**src/rtl/sync_fifo_param_if.sv**
```systemverilog
// sync_fifo_param_if: write/read/status bundle for sync_fifo_param.
// master = producer/consumer side, slave = FIFO side.
interface sync_fifo_param_if #(
  parameter int DATA_WIDTH    = 8,
  parameter int ADDRESS_WIDTH = 4
);
  logic                     Clear_in;
  logic [DATA_WIDTH-1:0]    Data_in;
  logic                     WriteEn_in;
  logic                     Full_out;
  logic                     AlmostFull_out;
  logic [DATA_WIDTH-1:0]    Data_out;
  logic                     ReadEn_in;
  logic                     Empty_out;
  logic                     AlmostEmpty_out;
  logic [ADDRESS_WIDTH:0]   Count_out;
  logic                     Overflow_out;
  logic                     Underflow_out;

  modport master (
    output Clear_in, Data_in, WriteEn_in, ReadEn_in,
    input  Full_out, AlmostFull_out, Data_out, Empty_out,
    input  AlmostEmpty_out, Count_out, Overflow_out, Underflow_out
  );

  modport slave (
    input  Clear_in, Data_in, WriteEn_in, ReadEn_in,
    output Full_out, AlmostFull_out, Data_out, Empty_out,
    output AlmostEmpty_out, Count_out, Overflow_out, Underflow_out
  );
endinterface

```
**src/rtl/sync_fifo_param.sv**
```systemverilog
// sync_fifo_param: single-clock FIFO with fill count, thresholds, sticky errors.
// Define SYNC_FIFO_FWFT_EN for first-word-fall-through reads.
module sync_fifo_param #(
  parameter int DATA_WIDTH    = 8,
  parameter int ADDRESS_WIDTH = 4,
  parameter int AFULL_LEVEL   = (1 << ADDRESS_WIDTH) - 2,
  parameter int AEMPTY_LEVEL  = 2
) (
  input logic              Clk,
  input logic              Reset_in,
  sync_fifo_param_if.slave bus
);
  localparam int DEPTH = 1 << ADDRESS_WIDTH;
  localparam int CW    = ADDRESS_WIDTH + 1;
  localparam logic [CW-1:0] FULL_C = CW'(DEPTH);
  localparam logic [CW-1:0] AF_C   = CW'(AFULL_LEVEL);
  localparam logic [CW-1:0] AE_C   = CW'(AEMPTY_LEVEL);

  logic [DATA_WIDTH-1:0]    mem_q [DEPTH];
  logic [ADDRESS_WIDTH-1:0] wptr_q, wptr_d;
  logic [ADDRESS_WIDTH-1:0] rptr_q, rptr_d;
  logic [CW-1:0]            count_q, count_d;
  logic [DATA_WIDTH-1:0]    dout_q, dout_d;
  logic full_q, full_d;
  logic afull_q, afull_d;
  logic empty_q, empty_d;
  logic aempty_q, aempty_d;
  logic ovf_q, ovf_d;
  logic unf_q, unf_d;
  logic wr_acc, rd_acc, pop;

  always_comb begin
    wr_acc  = bus.WriteEn_in & ~full_q;
    rd_acc  = bus.ReadEn_in & ~empty_q;
    wptr_d  = wptr_q + ADDRESS_WIDTH'(wr_acc);
    count_d = count_q;
    if (wr_acc & ~rd_acc)
      count_d = count_q + CW'(1);
    else if (rd_acc & ~wr_acc)
      count_d = count_q - CW'(1);
`ifdef SYNC_FIFO_FWFT_EN
    // prefetch when memory holds a word beyond Data_out and the slot frees
    pop = (count_q != {{ADDRESS_WIDTH{1'b0}}, ~empty_q})
        & (empty_q | rd_acc);
    empty_d = ~pop & (empty_q | rd_acc);
`else
    pop     = rd_acc;
    empty_d = (count_d == '0);
`endif
    rptr_d   = rptr_q + ADDRESS_WIDTH'(pop);
    dout_d   = pop ? mem_q[rptr_q] : dout_q;
    full_d   = (count_d == FULL_C);
    afull_d  = (count_d >= AF_C);
    aempty_d = (count_d <= AE_C);
    ovf_d    = ovf_q | (bus.WriteEn_in & full_q);
    unf_d    = unf_q | (bus.ReadEn_in & empty_q);
  end

  always_ff @(posedge Clk) begin
    if (wr_acc & ~bus.Clear_in)
      mem_q[wptr_q] <= bus.Data_in;
  end

  always_ff @(posedge Clk or posedge Reset_in) begin
    if (Reset_in) begin
      wptr_q   <= '0;
      rptr_q   <= '0;
      count_q  <= '0;
      dout_q   <= '0;
      full_q   <= 1'b0;
      afull_q  <= 1'b0;
      empty_q  <= 1'b1;
      aempty_q <= 1'b1;
      ovf_q    <= 1'b0;
      unf_q    <= 1'b0;
    end else if (bus.Clear_in) begin
      wptr_q   <= '0;
      rptr_q   <= '0;
      count_q  <= '0;
      dout_q   <= '0;
      full_q   <= 1'b0;
      afull_q  <= 1'b0;
      empty_q  <= 1'b1;
      aempty_q <= 1'b1;
      ovf_q    <= 1'b0;
      unf_q    <= 1'b0;
    end else begin
      wptr_q   <= wptr_d;
      rptr_q   <= rptr_d;
      count_q  <= count_d;
      dout_q   <= dout_d;
      full_q   <= full_d;
      afull_q  <= afull_d;
      empty_q  <= empty_d;
      aempty_q <= aempty_d;
      ovf_q    <= ovf_d;
      unf_q    <= unf_d;
    end
  end

  assign bus.Full_out        = full_q;
  assign bus.AlmostFull_out  = afull_q;
  assign bus.Data_out        = dout_q;
  assign bus.Empty_out       = empty_q;
  assign bus.AlmostEmpty_out = aempty_q;
  assign bus.Count_out       = count_q;
  assign bus.Overflow_out    = ovf_q;
  assign bus.Underflow_out   = unf_q;
endmodule

```
**src/flat_wrapper.sv**
```systemverilog
// flat-port wrapper written by rule: the top's interface ports become plain ports
module sync_fifo_param_flat 
#(
  parameter int DATA_WIDTH    = 8,
  parameter int ADDRESS_WIDTH = 4,
  parameter int AFULL_LEVEL   = (1 << ADDRESS_WIDTH) - 2,
  parameter int AEMPTY_LEVEL  = 2
)
  (Clk, Reset_in, bus_Clear_in, bus_Data_in, bus_WriteEn_in, bus_ReadEn_in, bus_Full_out, bus_AlmostFull_out, bus_Data_out, bus_Empty_out, bus_AlmostEmpty_out, bus_Count_out, bus_Overflow_out, bus_Underflow_out);
  sync_fifo_param_if #(.DATA_WIDTH(DATA_WIDTH), .ADDRESS_WIDTH(ADDRESS_WIDTH)) bus_i ();
  input logic Clk;
  input logic Reset_in;
  input wire logic [$bits(bus_i.Clear_in)-1:0] bus_Clear_in;
  input wire logic [$bits(bus_i.Data_in)-1:0] bus_Data_in;
  input wire logic [$bits(bus_i.WriteEn_in)-1:0] bus_WriteEn_in;
  input wire logic [$bits(bus_i.ReadEn_in)-1:0] bus_ReadEn_in;
  output wire logic [$bits(bus_i.Full_out)-1:0] bus_Full_out;
  output wire logic [$bits(bus_i.AlmostFull_out)-1:0] bus_AlmostFull_out;
  output wire logic [$bits(bus_i.Data_out)-1:0] bus_Data_out;
  output wire logic [$bits(bus_i.Empty_out)-1:0] bus_Empty_out;
  output wire logic [$bits(bus_i.AlmostEmpty_out)-1:0] bus_AlmostEmpty_out;
  output wire logic [$bits(bus_i.Count_out)-1:0] bus_Count_out;
  output wire logic [$bits(bus_i.Overflow_out)-1:0] bus_Overflow_out;
  output wire logic [$bits(bus_i.Underflow_out)-1:0] bus_Underflow_out;
  assign bus_i.Clear_in = bus_Clear_in;
  assign bus_i.Data_in = bus_Data_in;
  assign bus_i.WriteEn_in = bus_WriteEn_in;
  assign bus_i.ReadEn_in = bus_ReadEn_in;
  assign bus_Full_out = bus_i.Full_out;
  assign bus_AlmostFull_out = bus_i.AlmostFull_out;
  assign bus_Data_out = bus_i.Data_out;
  assign bus_Empty_out = bus_i.Empty_out;
  assign bus_AlmostEmpty_out = bus_i.AlmostEmpty_out;
  assign bus_Count_out = bus_i.Count_out;
  assign bus_Overflow_out = bus_i.Overflow_out;
  assign bus_Underflow_out = bus_i.Underflow_out;
  sync_fifo_param #(.DATA_WIDTH(DATA_WIDTH), .ADDRESS_WIDTH(ADDRESS_WIDTH), .AFULL_LEVEL(AFULL_LEVEL), .AEMPTY_LEVEL(AEMPTY_LEVEL)) u_core (.Clk(Clk), .Reset_in(Reset_in), .bus(bus_i));
endmodule
```
**config.mk**
```make
export PLATFORM = sky130hd
export DESIGN_NAME = sync_fifo_param_flat
export DESIGN_NICKNAME = d
export VERILOG_FILES = /design/src/rtl/sync_fifo_param_if.sv /design/src/rtl/sync_fifo_param.sv /design/src/flat_wrapper.sv
export SDC_FILE = /design/constraint.sdc
export NUM_CORES = 1
export LEC_CHECK = 0
export ABC_AREA = 1
export CELL_PAD_IN_SITES_DETAIL_PLACEMENT = 1
export CELL_PAD_IN_SITES_GLOBAL_PLACEMENT = 2
export CORE_MARGIN = 2
export CORE_UTILIZATION = 43
export DETAILED_ROUTE_END_ITERATION = 10
export PLACE_DENSITY = 0.88
export SLEW_MARGIN = 20
export SYNTH_ARGS = -nofsm -noshare
export SYNTH_HDL_FRONTEND = slang
export SYNTH_SLANG_ARGS = --single-unit
```
**constraint.sdc**
```tcl
create_clock -name Clk -period 2.8 [get_ports Clk]
set_input_delay 0.7 -clock Clk [delete_from_list [all_inputs] [get_ports Clk]]
set_output_delay 0.7 -clock Clk [all_outputs]
set_load 0.02 [all_outputs]
```
==> metrics.md <==
| Metric | Value |
|---|---|
| Outcome | `complete, no violations` |
| WL per Instance | `20.5 um` |
| Cell family with most CP delay | `buffers and inverters` |
| Reg clk slew, reported paths | `0.06 ns` |
| Syn_area_per_cell | `11.0 sq um` |
| Hold Path Class | `reg -> reg` |
| Max-slew violations | `0` |
| Core Util, Final | `52.1%` |
| Minimum clock period | `2.29 ns` |
| Ratio of cells with drive above 1 in the final layout | `9.82%` |
| Vias per Instance | `5.38` |
| DR iter-0 viols | `a little over 400` |
| DRT Pass-1 Iters | `5` |
| Placed Area | `7050 sq um` |
| Total routed wirelength | `17100 um` |
| Syn Inst Count | `584` |
| Setup Viol. Count Final | `0` |
| Fmax achieved | `437 MHz` |
| Synth cell types | `22` |
| GR peak layer | `met2` |
| Die Height | `126 um` |
| Total track usage | `22.9%` |
| Total global routing overflow | `0` |
| Num CTS Buffers | `17` |
| Synth Cell Area | `between 6000 and 7000 sq um` |
| First-pass GRT wire length | `27200 um` |
| Setup TNS | `0 ns` |
| Clock Path Buffers | `2` |
| Cell area after layout | `around 7600 sq um` |
| Fin. Hold Viols | `0` |
| Post-CTS Setup Bufs | `0` |
| CTS H-tree lvls | `4` |
| Post-CTS resize count | `0` |
| Syn nets | `between 600 and 700` |
| Yosys top cell area share | `around three fifths` |
| Met2 Use GR | `39.1%` |
| Most frequent cells in the layout | `169 x nor2_1, 128 x edfxtp_1, 62 x nand3_1` |
| Register bit total from synthesis | `roughly 160` |
| Final Power | `roughly 6 mW` |
| Ys Warns | `0` |
| CTS Sinks | `around 160` |
| Critical path peak fanout | `3` |
| Buf/Inv on CP | `1` |
| I/O Pins | `32` |
| Vias in the first global route | `4921` |
| # diodes | `0` |
| Initial antenna violation count | `0` |
| Root Buffer | `clkbuf_16` |
| DP HPWL | `11200 um` |
| Startpoint types | `flop` |
| Least-Margin Pin Slew | `0.688 ns` |
| CP Class | `reg -> out` |
| # hold bufs at CTS | `0` |
| Core area | `14600 sq um` |
| Cells along the critical path | `clkdlybuf4s50_1` |
| Final period utilization | `81.6%` |
| Peak VDD IR | `0.469 mV` |
| Latest clock arrival within the worst-skew pair | `approximately 0.42 ns` |
| Met1 GRT Util | `28.9%` |
| Synth area leaders | `edfxtp_1 60%, nor2_1 9.8%, dfrtp_1 9.7%, nand3_1 4.8%, nand2_1 3.6%` |
| RSZ-0062 raised after global routing | `no` |
| Initial core utilization | `44.2%` |
| Die Width | `126 um` |
| Max cap viols | `0` |
| Met3 Use GR | `between 3 and 4%` |
| Crit path required time | `approximately 2.1 ns` |
| Worst relative slew slack | `between 50% and 60%` |
| DRT antenna net count | `0` |
| Sequential area share after synthesis | `70.1%` |
| Largest net degree at the start of global routing | `66` |
| Power density cells | `approximately 800 nW/um^2` |
| Number of port buffers | `31` |
| Clock Skews | `0.00499 ns` |
| Vias | `roughly 4500` |
| DRC Markers | `0` |
| Delay of the slowest cell on the worst path | `0.61 ns` |
| Slowest-stage cell, CP | `clkdlybuf4s50_1` |
| Commonest non-fill, non-tap cell in the layout | `nor2_1` |
| Arr. time, crit path | `1.59 ns` |
| Critical Path End Type | `primary output` |
| Rows | `44` |
| CTS tree | `built` |
| P_leak | `2.89 nW` |
| Area grow syn2layout | `17.8%` |
| Synth area leader | `edfxtp_1` |
| GPL Wtd Cong | `0.849` |
| Final-stage net count | `658` |
| Full die area | `16000 sq um` |
[registers in the layout, indices dropped and copies added (netlist names)]
name                        flops
u_core.bus.AlmostEmpty_out      1
u_core.bus.AlmostFull_out       1
u_core.bus.Count_out            5
u_core.bus.Data_out             8
u_core.bus.Empty_out            1
u_core.bus.Full_out             1
u_core.bus.Overflow_out         1
u_core.bus.Underflow_out        1
u_core.mem_q                  128
u_core.rptr_q                   4
u_core.wptr_q                   4
[final timing paths]
check | cells after the start | slack [ns] | end | startpoint
worst min register to register | 2 | 0.48 | u_core.bus.Data_out[1] | u_core.bus.Data_out[1]
max in group asynchronous | 3 | 1.81 | u_core.bus.Empty_out | Reset_in
worst max register to register | 9 | 0.80 | u_core.bus.Data_out[4] | u_core.rptr_q[0]
worst min-delay path | 2 | 0.48 | u_core.bus.Data_out[1] | u_core.bus.Data_out[1]
min in group asynchronous | 3 | 0.67 | u_core.rptr_q[1] | Reset_in
worst max-delay path | 1 | 0.51 | bus_Empty_out | u_core.bus.Empty_out
[synth_stat cells]
library cell	n
nor2_1	169
edfxtp_1	128
nand3_1	62
nand2_1	61
o21ai_1	39
o21ai_0	30
dfrtp_1	25
inv_1	22
buf_2	13
buf_6	6
ha_1	6
a21oi_1	5
clkbuf_1	4
inv_2	4
buf_4	2
dfstp_2	2
clkinv_1	1
nand2_2	1
nand4_1	1
nor2_4	1
xnor2_1	1
xor2_1	1
[stage by stage]
stage               hold WS (ns)  setup WS (ns)  instances
global placement           0.465          0.246        804
detailed placement         0.469          0.243        804
CTS                        0.485          0.491        836
finish                     0.483          0.514        836
floorplan                  0.551          0.807        584
global route               0.517          0.478        836
[power by group]
part | switching (mW) | leakage [nW] | internal (mW)
Sequential | 0.0682 | 1.51 | 2.60
Combinational | 0.789 | 1.11 | 0.394
Clock | 0.857 | 0.267 | 1.29
[final cells by class]
class,count,area (sq um)
Multi-Input combinational cell,377,1660
Fill cell,1567,6990
Timing Repair Buffer,61,536
Inverter,27,101
Clock inverter,11,104
Sequential cell,155,4520
Clock buffer,21,440
Tap cell,184,230
[cells by family after synthesis]
group | after synthesis | synth area share, %
AND/OR/NAND/NOR | 295 | 18.6
adder cells (fa/ha/maj) | 6 | 1.16
AO/OA/AOI/OAI | 74 | 5.75
flip-flops | 155 | 70.1
XOR/XNOR | 2 | 0.272
buffers and inverters | 52 | 4.10
[metal layers]
metal  part of all wire (%)  wire length (um)  vias up
li1                       -                 -     2101
met1                     43              7400     2277
met2                     50              8630       95
met3                    3.7               640       28
met4                    2.7               467        0
met5                      0                 0        -
(Power assumes the default switching activity.)
